File: config.mk
export PLATFORM = sky130hd
export DESIGN_NAME = ts_pid_capture
export DESIGN_NICKNAME = d
export VERILOG_FILES = /design/src/rtl/ts_pkg.sv /design/src/rtl/ts_pid_filter.sv /design/src/rtl/ts_pid_capture.sv
export SDC_FILE = /design/constraint.sdc
export NUM_CORES = 2
export LEC_CHECK = 0
export ABC_AREA = 1
export CORE_ASPECT_RATIO = 1.4
export CORE_MARGIN = 3
export CORE_UTILIZATION = 60
export DETAILED_ROUTE_END_ITERATION = 8
export HOLD_SLACK_MARGIN = 0.02
export PLACE_DENSITY = 0.81
export SETUP_SLACK_MARGIN = 0.3
export SYNTH_ARGS = -nofsm -noshare
export SYNTH_HDL_FRONTEND = slang
export SYNTH_SLANG_ARGS = --single-unit
export TNS_END_PERCENT = 30
File: constraint.sdc
create_clock -name clk -period 14.8 [get_ports clk]
set_input_delay 1.48 -clock clk [delete_from_list [all_inputs] [get_ports clk]]
set_output_delay 1.48 -clock clk [all_outputs]
set_load 0.02 [all_outputs]
File: src/rtl/ts_pkg.sv
// ts_pkg: constants and types shared by the TS capture path.
//   Packet geometry (188 bytes / 47 words), sync byte value,
//   PID register field layout ([12:0] PID, [16] enable) and the capture FSM states.
package ts_pkg;
    localparam int         TS_PACK_BYTE_SIZE = 188;
    localparam int         TS_PACK_WORD_SIZE = 47;
    localparam logic [7:0] TS_SYNC_BYTE      = 8'h47;

    localparam int PID_W      = 13;
    localparam int PID_LSB    = 0;
    localparam int PID_MSB    = 12;
    localparam int PID_EN_BIT = 16;

    typedef enum logic [2:0] {
        CAP_IDLE,
        CAP_ARMED,
        CAP_HDR,
        CAP_CAP,
        CAP_DONE
    } cap_state_t;
endpackage

File: src/rtl/ts_pid_filter.sv
// ts_pid_filter: programmable PID table with a parallel compare.
//   clk, rst_n   : clock, async active-low reset (table cleared = all slots disabled)
//   i_wr_en      : write strobe for slot i_index
//   i_index      : slot index for both write and readback; out-of-range is ignored / reads 0
//   i_wr_pid     : [12:0] PID, [16] enable; other bits ignored
//   o_rd_pid     : combinational readback of slot i_index in the same layout
//   i_pid        : PID to look up
//   o_hit        : any enabled slot equals i_pid
module ts_pid_filter
    import ts_pkg::*;
#(
    parameter int MATCH_PID_COUNT = 4,
    parameter int DATA_W          = 32
) (
    input  logic              clk,
    input  logic              rst_n,
    input  logic              i_wr_en,
    input  logic [DATA_W-1:0] i_index,
    input  logic [DATA_W-1:0] i_wr_pid,
    output logic [DATA_W-1:0] o_rd_pid,
    input  logic [PID_W-1:0]  i_pid,
    output logic              o_hit
);
    localparam int IDX_W = (MATCH_PID_COUNT > 1) ? $clog2(MATCH_PID_COUNT) : 1;

    logic [MATCH_PID_COUNT-1:0][PID_W-1:0] r_pid;
    logic [MATCH_PID_COUNT-1:0]            r_en;
    logic [MATCH_PID_COUNT-1:0]            w_slot_hit;
    logic                                  w_in_range;
    logic [IDX_W-1:0]                      w_idx;
    logic                                  w_unused_bits;

    // Full-width compare so that large indices never alias onto a real slot.
    assign w_in_range    = (i_index < DATA_W'(MATCH_PID_COUNT));
    assign w_idx         = i_index[IDX_W-1:0];
    assign w_unused_bits = ^{i_wr_pid[DATA_W-1:PID_EN_BIT+1], i_wr_pid[PID_EN_BIT-1:PID_MSB+1]};

    always_ff @(posedge clk or negedge rst_n) begin
        if (!rst_n) begin
            r_pid <= '0;
            r_en  <= '0;
        end else if (i_wr_en && w_in_range) begin
            r_pid[w_idx] <= i_wr_pid[PID_MSB:PID_LSB];
            r_en[w_idx]  <= i_wr_pid[PID_EN_BIT];
        end
    end

    for (genvar s = 0; s < MATCH_PID_COUNT; s++) begin : g_slot
        assign w_slot_hit[s] = r_en[s] && (r_pid[s] == i_pid);
    end

    // Several matching slots collapse to a single hit.
    assign o_hit = |w_slot_hit;

    always_comb begin
        o_rd_pid = '0;
        if (w_in_range) begin
            o_rd_pid[PID_MSB:PID_LSB] = r_pid[w_idx];
            o_rd_pid[PID_EN_BIT]      = r_en[w_idx];
        end
    end
endmodule

File: src/rtl/ts_pid_capture.sv
// ts_pid_capture: watches a 188-byte MPEG-TS byte stream, filters packets by PID and
// captures up to CAPTURE_GROUPS whole matching packets into a word-packed buffer.
//   clk, rst_n                      : clock, async active-low reset
//   mpeg_data/valid/sync            : TS byte stream; sync marks byte 0 (with data 0x47)
//   update_pid_request, pid_index,
//   pid, out_pid                    : PID table write / combinational readback
//   capture_request                 : arms a capture run (ignored while busy)
//   capture_busy, capture_ready     : run armed/capturing, run complete
//   captured_count                  : packets stored in the current/last run
//   read_index, read_data           : buffer word read, one cycle latency, 0 when out of range
//   matched_count                   : free-running count of PID hits
// Packet byte n of group g lands in word g*47+n/4, bits [8*(n%4)+7 -: 8].
module ts_pid_capture
    import ts_pkg::*;
#(
    parameter int C_S_AXI_DATA_WIDTH = 32,
    parameter int MATCH_PID_COUNT    = 4,
    parameter int CAPTURE_GROUPS     = 2
) (
    input  logic                          clk,
    input  logic                          rst_n,
    input  logic [7:0]                    mpeg_data,
    input  logic                          mpeg_valid,
    input  logic                          mpeg_sync,
    input  logic                          update_pid_request,
    input  logic [C_S_AXI_DATA_WIDTH-1:0] pid_index,
    input  logic [C_S_AXI_DATA_WIDTH-1:0] pid,
    output logic [C_S_AXI_DATA_WIDTH-1:0] out_pid,
    input  logic                          capture_request,
    output logic                          capture_busy,
    output logic                          capture_ready,
    output logic [C_S_AXI_DATA_WIDTH-1:0] captured_count,
    input  logic [C_S_AXI_DATA_WIDTH-1:0] read_index,
    output logic [C_S_AXI_DATA_WIDTH-1:0] read_data,
    output logic [C_S_AXI_DATA_WIDTH-1:0] matched_count
);
    localparam int DW        = C_S_AXI_DATA_WIDTH;
    localparam int BUF_WORDS = TS_PACK_WORD_SIZE * CAPTURE_GROUPS;
    localparam int ADDR_W    = $clog2(BUF_WORDS);

    cap_state_t     r_state;
    logic [7:0]     r_next_idx;
    logic [4:0]     r_pid_hi;
    logic [DW-1:0]  r_word;
    logic [DW-1:0]  r_captured_count;
    logic [DW-1:0]  r_matched_count;
    logic [DW-1:0]  r_read_data;
    logic           r_busy;
    logic           r_ready;
    logic [DW-1:0]  r_mem [BUF_WORDS];

    logic              w_sync;
    logic [7:0]        w_cur_idx;
    logic              w_byte_ok;
    logic              w_pid_byte;
    logic              w_hit;
    logic              w_last_byte;
    logic              w_store;
    logic              w_word_wr;
    logic [ADDR_W-1:0] w_wr_addr;
    logic [DW-1:0]     w_wr_data;
    logic [DW-1:0]     w_count_inc;

    ts_pid_filter #(
        .MATCH_PID_COUNT (MATCH_PID_COUNT),
        .DATA_W          (DW)
    ) u_filter (
        .clk      (clk),
        .rst_n    (rst_n),
        .i_wr_en  (update_pid_request),
        .i_index  (pid_index),
        .i_wr_pid (pid),
        .o_rd_pid (out_pid),
        .i_pid    ({r_pid_hi, mpeg_data}),
        .o_hit    (w_hit)
    );

    // Index of the byte currently on the bus; 188 means "outside any packet".
    assign w_sync      = mpeg_valid && mpeg_sync && (mpeg_data == TS_SYNC_BYTE);
    assign w_cur_idx   = w_sync ? 8'd0 : r_next_idx;
    assign w_byte_ok   = mpeg_valid && (w_cur_idx < 8'(TS_PACK_BYTE_SIZE));
    assign w_pid_byte  = w_byte_ok && (w_cur_idx == 8'd2);
    assign w_last_byte = w_byte_ok && (w_cur_idx == 8'(TS_PACK_BYTE_SIZE - 1));
    assign w_count_inc = r_captured_count + DW'(1);

    always_ff @(posedge clk or negedge rst_n) begin
        if (!rst_n) begin
            r_next_idx <= 8'(TS_PACK_BYTE_SIZE);
            r_pid_hi   <= '0;
        end else if (mpeg_valid) begin
            r_next_idx <= w_byte_ok ? w_cur_idx + 8'd1 : 8'(TS_PACK_BYTE_SIZE);
            if (w_byte_ok && w_cur_idx == 8'd1)
                r_pid_hi <= mpeg_data[4:0];
        end
    end

    always_ff @(posedge clk or negedge rst_n) begin
        if (!rst_n)
            r_matched_count <= '0;
        else if (w_pid_byte && w_hit)
            r_matched_count <= r_matched_count + DW'(1);
    end

    // Header bytes are stored speculatively; a miss simply lets the next packet reuse the slot.
    always_comb begin
        w_store = 1'b0;
        case (r_state)
            CAP_ARMED:        w_store = w_sync;
            CAP_HDR, CAP_CAP: w_store = w_byte_ok;
            default:          w_store = 1'b0;
        endcase
    end

    assign w_word_wr = w_store && (w_cur_idx[1:0] == 2'd3);
    assign w_wr_data = {mpeg_data, r_word[DW-1:8]};
    assign w_wr_addr = ADDR_W'(r_captured_count * DW'(TS_PACK_WORD_SIZE) + DW'(w_cur_idx[7:2]));

    always_ff @(posedge clk or negedge rst_n) begin
        if (!rst_n)
            r_word <= '0;
        else if (w_store)
            r_word <= w_wr_data;
    end

    always_ff @(posedge clk or negedge rst_n) begin
        if (!rst_n) begin
            r_state          <= CAP_IDLE;
            r_captured_count <= '0;
            r_busy           <= 1'b0;
            r_ready          <= 1'b0;
        end else begin
            case (r_state)
                CAP_IDLE: begin
                    if (capture_request) begin
                        r_state          <= CAP_ARMED;
                        r_captured_count <= '0;
                        r_ready          <= 1'b0;
                        r_busy           <= 1'b1;
                    end
                end
                CAP_ARMED: begin
                    if (w_sync)
                        r_state <= CAP_HDR;
                end
                CAP_HDR: begin
                    // A fresh sync here restarts at byte 0 and stays in HDR.
                    if (w_pid_byte)
                        r_state <= w_hit ? CAP_CAP : CAP_ARMED;
                end
                CAP_CAP: begin
                    if (w_sync) begin
                        r_state <= CAP_HDR;
                    end else if (w_last_byte) begin
                        r_captured_count <= w_count_inc;
                        r_state <= (w_count_inc == DW'(CAPTURE_GROUPS)) ? CAP_DONE : CAP_ARMED;
                    end
                end
                CAP_DONE: begin
                    r_ready <= 1'b1;
                    r_busy  <= 1'b0;
                    r_state <= CAP_IDLE;
                end
                default: r_state <= CAP_IDLE;
            endcase
        end
    end

    // Buffer contents are deliberately not reset.
    always_ff @(posedge clk) begin
        if (w_word_wr)
            r_mem[w_wr_addr] <= w_wr_data;
    end

    always_ff @(posedge clk or negedge rst_n) begin
        if (!rst_n)
            r_read_data <= '0;
        else if (read_index < DW'(BUF_WORDS))
            r_read_data <= r_mem[read_index[ADDR_W-1:0]];
        else
            r_read_data <= '0;
    end

    assign capture_busy   = r_busy;
    assign capture_ready  = r_ready;
    assign captured_count = r_captured_count;
    assign matched_count  = r_matched_count;
    assign read_data      = r_read_data;
endmodule
# Yosys cells after proc, flatten, opt, wreduce, memory -nomap -nowiden
# Memories as Yosys holds them, arrays and structs flattened.
# Index checks and enable logic that the tools add are counted.
# Widths: inputs -> output; s select.
[totals]
ff_bits = 202
mem_bits_rw = 3008
inputBits = 110
output_inout_bits = 130
elab_cells = 102
memories = 1
[classes]
n_addsub = 4
n_mul = 1
n_lt_le_gt_ge = 5
n_eq_ne = 20
mux = 34
n_reduce_logical = 23
[memory_table]
columns = ["name", "words", "width", "rd", "rd_clocked_by_memory_dff", "write_ports", "line", "source"]
rows = [
  ["r_mem", 94, 32, 1, 0, 1, "ts_pid_capture.sv:50", "logic [DW-1:0] r_mem [BUF_WORDS];"],
]
[op_table]
columns = ["cell", "n"]
rows = [
  ["$mux 32", 4],
  ["$add 32x1->32 const B", 2],
  ["$pmux 32 s2", 1],
  ["$bwmux 52", 1],
  ["$eq 13x13->1", 4],
  ["$mux 13", 3],
  ["$eq 32x2->1 const B", 1],
  ["$lt 32x3->1 const B", 1],
  ["$lt 32x7->1 const B", 1],
  ["$mul 32x6->7 const B", 1],
  ["$bmux 13 s2", 1],
  ["$demux 13 s2", 1],
  ["$mux 3", 6],
  ["$mux 8", 2],
  ["$logic_and 1x1->1", 14],
  ["$pmux 3 s4", 1],
  ["$ne 2x2->1 const B", 5],
  ["$add 8x1->8 const B", 1],
  ["$eq 8x1->1 const B", 1],
  ["$eq 8x2->1 const B", 1],
  ["$eq 8x7->1 const B", 1],
  ["$eq 8x8->1 const B", 1],
  ["$lt 8x8->1 const B", 1],
  ["$reduce_and 4->1", 2],
  ["other kinds (19)", 30],
]

# Depth between registers and ports, before layout
[logic_depth]
depth_word = 9
depth_mapped = 19
ltp_nobuf = 16

# Hierarchy
# A second synthesis with hierarchy kept.
[hier_totals]
hier_cells = 10453
hier_area_um2 = 130143.6
[by_module_without_submodules]
columns = ["module", "instances", "cells_per_inst", "area_per_inst_um2", "seq_area_each_um2"]
rows = [
  ["ts_pid_capture", 1, 9824, 126211.0, 93786.2],
  ["ts_pid_filter", 1, 629, 3932.5, 1401.3],
]

# Worst setup path after synthesis
# Ideal clock, no wire load.
[synth_timing]
path_kind = "input to register"
start = "input mpeg_data[2]"
end = "memory r_mem[52][0] (netlist bit), enable pin"
arrival_time_ps = 5419
required_ps = 14379
slack_ps = 8960
cell_stages = 16
n_path_buf = 2
path_cell_list = "buf_2 nand4_1 nor3_2 buf_4 nor2_1 fa_1 ha_1 a21oi_1 nand2_1 nand2_1 nand2_1 a21oi_1 xnor2_1 nor2_1 nand2_1 nor2_1"
[synth_via]
elab_chain_len = 9
[synth_rtl]
columns = ["item", "line", "source"]
rows = [
  ["from (decl)", "ts_pid_capture.sv:22", "input logic [7:0] mpeg_data,"],
  ["$eq 8x7->1 *", "ts_pid_capture.sv:79", "assign w_sync = mpeg_valid && mpeg_sync && (mpeg_data == TS_SYNC_BYTE);"],
  ["$logic_and 1x1->1 *", "ts_pid_capture.sv:79", ""],
  ["$mux 8", "ts_pid_capture.sv:80", "assign w_cur_idx = w_sync ? 8'd0 : r_next_idx;"],
  ["$lt 8x8->1", "ts_pid_capture.sv:81", "assign w_byte_ok = mpeg_valid && (w_cur_idx < 8'(TS_PACK_BYTE_SIZE));"],
  ["$logic_and 1x1->1", "ts_pid_capture.sv:81", ""],
  ["$pmux 1 s2", "ts_pid_capture.sv:107", "case (r_state)"],
  ["$logic_and 1x1->1", "ts_pid_capture.sv:114", "assign w_word_wr = w_store && (w_cur_idx[1:0] == 2'd3);"],
  ["$mux 1", "ts_pid_capture.sv:170", "if (w_word_wr)"],
  ["$mux 1 (not written as such)", "ts_pid_capture.sv:171", "r_mem[w_wr_addr] <= w_wr_data;"],
  ["to (decl)", "ts_pid_capture.sv:50", ""],
]
# Every way passes the cells marked *; elsewhere a longest branch is shown, timed or not.

# Final worst setup path
[layout_timing]
start = "input mpeg_data[5]"
end = "memory r_mem[71][6] (netlist bit), enable pin"
# The elaborated chain is that of the path after synthesis.

==> impl_metrics.tcl <==
set metrics [dict create \
    grt_pass1_wl_microns 542000 \
    hold_depth 2 \
    cts-hold-fix-buffers 0 \
    synth.most_common_cell "edfxtp_1" \
    setup_violations 0 \
    max_slew_margin 0.0848 \
    cts.sinks 3202 \
    ys_seq_elements 3202 \
    cp-start-kind "primary input" \
    maxCapViolCount 0 \
    vias 89200 \
    ys_types 49 \
    nFillCells 13900 \
    wirelength_microns 373000 \
    rrSetupSlack_ns 8.54 \
    synthCells 10300 \
    avgSynthCellArea_sq_um 12.6 \
    arrival_ns 7.39 \
    row_count 201 \
    routed_via_density 6.71 \
    grt_pass1_vias 87300 \
    async_flop_share 0.0606 \
    fin_util 0.670 \
    p_per_area_nw_per_um2 138 \
    cts_setup_buffers 0 \
    clock_skew_ns 0.0548 \
    nets 10400 \
    tns_ns 0 \
    globalplace.congestion 0.904 \
    grtUsageTotal 0.330 \
    hold_path_class "reg2reg" \
    ys_warn_count 0 \
    status "finished clean" \
    drv_slew 0 \
    timing.final.ws_setup_ns 7.87 \
    areaGrowthSynthToFinish_pct 11.0 \
    hold_violations 0 \
    cts.reportedPaths.clkPinSlew_ns 0.06 \
    antenna_found_initial 13 \
    htreeDepth 5 \
    ys_seq_area_frac 0.736 \
    hpwl_microns 198000 \
    synth-edff-count 3008 \
    hp-start "capture_busy" \
    cts_inserted_buffers 291 \
    yosys.area.top_type "edfxtp_1" \
    cts-resized-gates 0 \
    clockBufferDepth 4 \
    reg2regPathDepth 14 \
    fp.coreArea_sq_um 214000 \
    worstPathMaxFanout 35 \
    drt_iter0_drc 14100 \
    vdd_drop_max_uv 100 \
    ys_top_cells_by_area "edfxtp_1, nand2_1, a21oi_1" \
    final_area_sq_um 144000 \
    tritoncts "built" \
    yosysTopAreaCellShare 0.698 \
    place_area_sq_um 134000 \
    die_h_microns 555 \
    port-buffer-count 203 \
    reg2reg_from "captured_count[2]" \
    grt_max_degree 190 \
    start_util 0.604 \
    rsz0062_at_grt "no" \
    synth_ff_type "edfxtp_1" \
    drive_gt1_frac 0.0743 \
    antenna_left 0 \
    clk_latency_ns 0.88 \
    io_pins 240 \
    required_ns 15.27 \
    synth_common_cells "edfxtp_1, nand2_1, a21oi_1" \
    die_w_microns 398 \
    criticalPathCategory "in2reg" \
    regToRegEndpoint "r_mem[71][6]" \
    max_freq_mhz 144 \
    holdPathEnd "capture_busy" \
    fin_crit_sh 0.468 \
    pre_cts_slack_ns 7.18 \
    die_area_sq_um 221000 \
    drc_errors 0 \
    leakage_nw 48.6 \
    fin_crit_ns 6.93 \
    first_pass_iters 8 \
    syn_area_sq_um 129000 \
    cts-root-buf "clkbuf_16" \
    routedWlPerCell_microns 28.0 \
    tightestPinTransition_ns 1.37 \
    overflow 0 \
    crit_path_end_kind "flop" \
]
[cell usage in the layout, fill, tap and decap left out, types with 67 or more instances in the layout]
cell	Yosys	routed
nor2_4	2	97
clkbuf_1	543	72
nand3_1	544	544
a22oi_1	399	399
buf_4	19	151
o211ai_1	119	119
a32o_1	122	122
nor3_1	68	67
nor2_1	447	352
dfrtp_1	189	165
edfxtp_1	3008	3008
inv_1	183	182
nand2_1	2531	2530
clkbuf_16	0	303
clkdlybuf4s50_1	0	189
o21ai_0	194	194
a21oi_1	1212	1212
[state kept, by name (all words and copies together) (netlist names), 3 cells and up]
signal	flops
captured_count	32
matched_count	32
r_mem	3008
r_next_idx	8
r_pid_hi	5
r_state	3
r_word	24
read_data	32
u_filter.r_en	4
u_filter.r_pid	52
[layout make-up]
cell class	instances	area (sq um)	share of cell area
sequential	3202	95300	0.663
inverter	198	777	0.00541
tap	2842	3560	0.0248
clock buffer	384	7980	0.0555
antenna	6	15.0	0.000105
clock inverter	128	1220	0.00853
multi-input combinational	6173	31400	0.219
timing repair buffer	359	3360	0.0234
[power by group]
group | internal, mW | switching, mW | total (mW)
clock | 4.19 | 3.23 | 7.41
sequential | 10.5 | 0.422 | 10.9
combinational | 0.310 | 1.21 | 1.52
total | 15.0 | 4.86 | 19.9
[logic make-up (layout without fill, tap and decap cells)]
logic type               after synthesis  count (layout)  synth area share
AND/OR/NAND/NOR                     3734            3734             0.117
other                                  1              24         0.0000290
AO/OA/AOI/OAI                       2320            2320             0.111
flip-flops                          3202            3202             0.736
adder cells (fa/ha/maj)               34              34           0.00387
buffers and inverters                901            1069            0.0272
XOR/XNOR                              67              67           0.00454
[worst max-delay path by stage]
stage / startpoint / endpoint / slack, ns / cells after the start
floorplan: mpeg_data[2] / r_mem[52][0] / 8.96 / 16
global placement: mpeg_data[5] / r_mem[69][4] / 7.33 / 16
detailed placement: mpeg_data[5] / r_mem[71][3] / 7.18 / 16
CTS: mpeg_data[5] / r_mem[71][7] / 8.07 / 16
global route: mpeg_data[5] / r_mem[71][6] / 7.59 / 16
finish: mpeg_data[5] / r_mem[71][6] / 7.87 / 16
[through the flow]
stage / hold slack (ns) / power (mW) / instances
after global placement: 0.470 / 12.4 / 12800
final: 0.491 / 19.9 / 13300
after CTS: 0.498 / 19.8 / 13300
after global routing: 0.525 / 20.3 / 13300
after floorplan: 0.463 / 11.6 / 10300
after detailed placement: 0.468 / 12.5 / 12800
[worst max-delay path: stages]
cell and delay, ns:
buf_4 0.30, inv_1 0.33, nand4_1 0.18, nor3_2 0.68
nor2_1 0.20, fa_1 0.48, ha_1 0.35, a21oi_1 0.21
nand2_1 0.08, nand2_1 0.09, nand2_1 0.06, a21oi_1 0.39
xor2_1 0.13, nor2_1 0.49, nand2_1 0.61, nor2_4 1.19
[metal layers]
| metal | GRT usage | share of wire |
|---|---|---|
| met1 | 0.417 | 0.32 |
| met3 | 0.0812 | 0.14 |
| met4 | 0.220 | 0.074 |
| met5 | 0 | 0.00016 |
| met2 | 0.509 | 0.46 |
(Power assumes the default switching activity.)
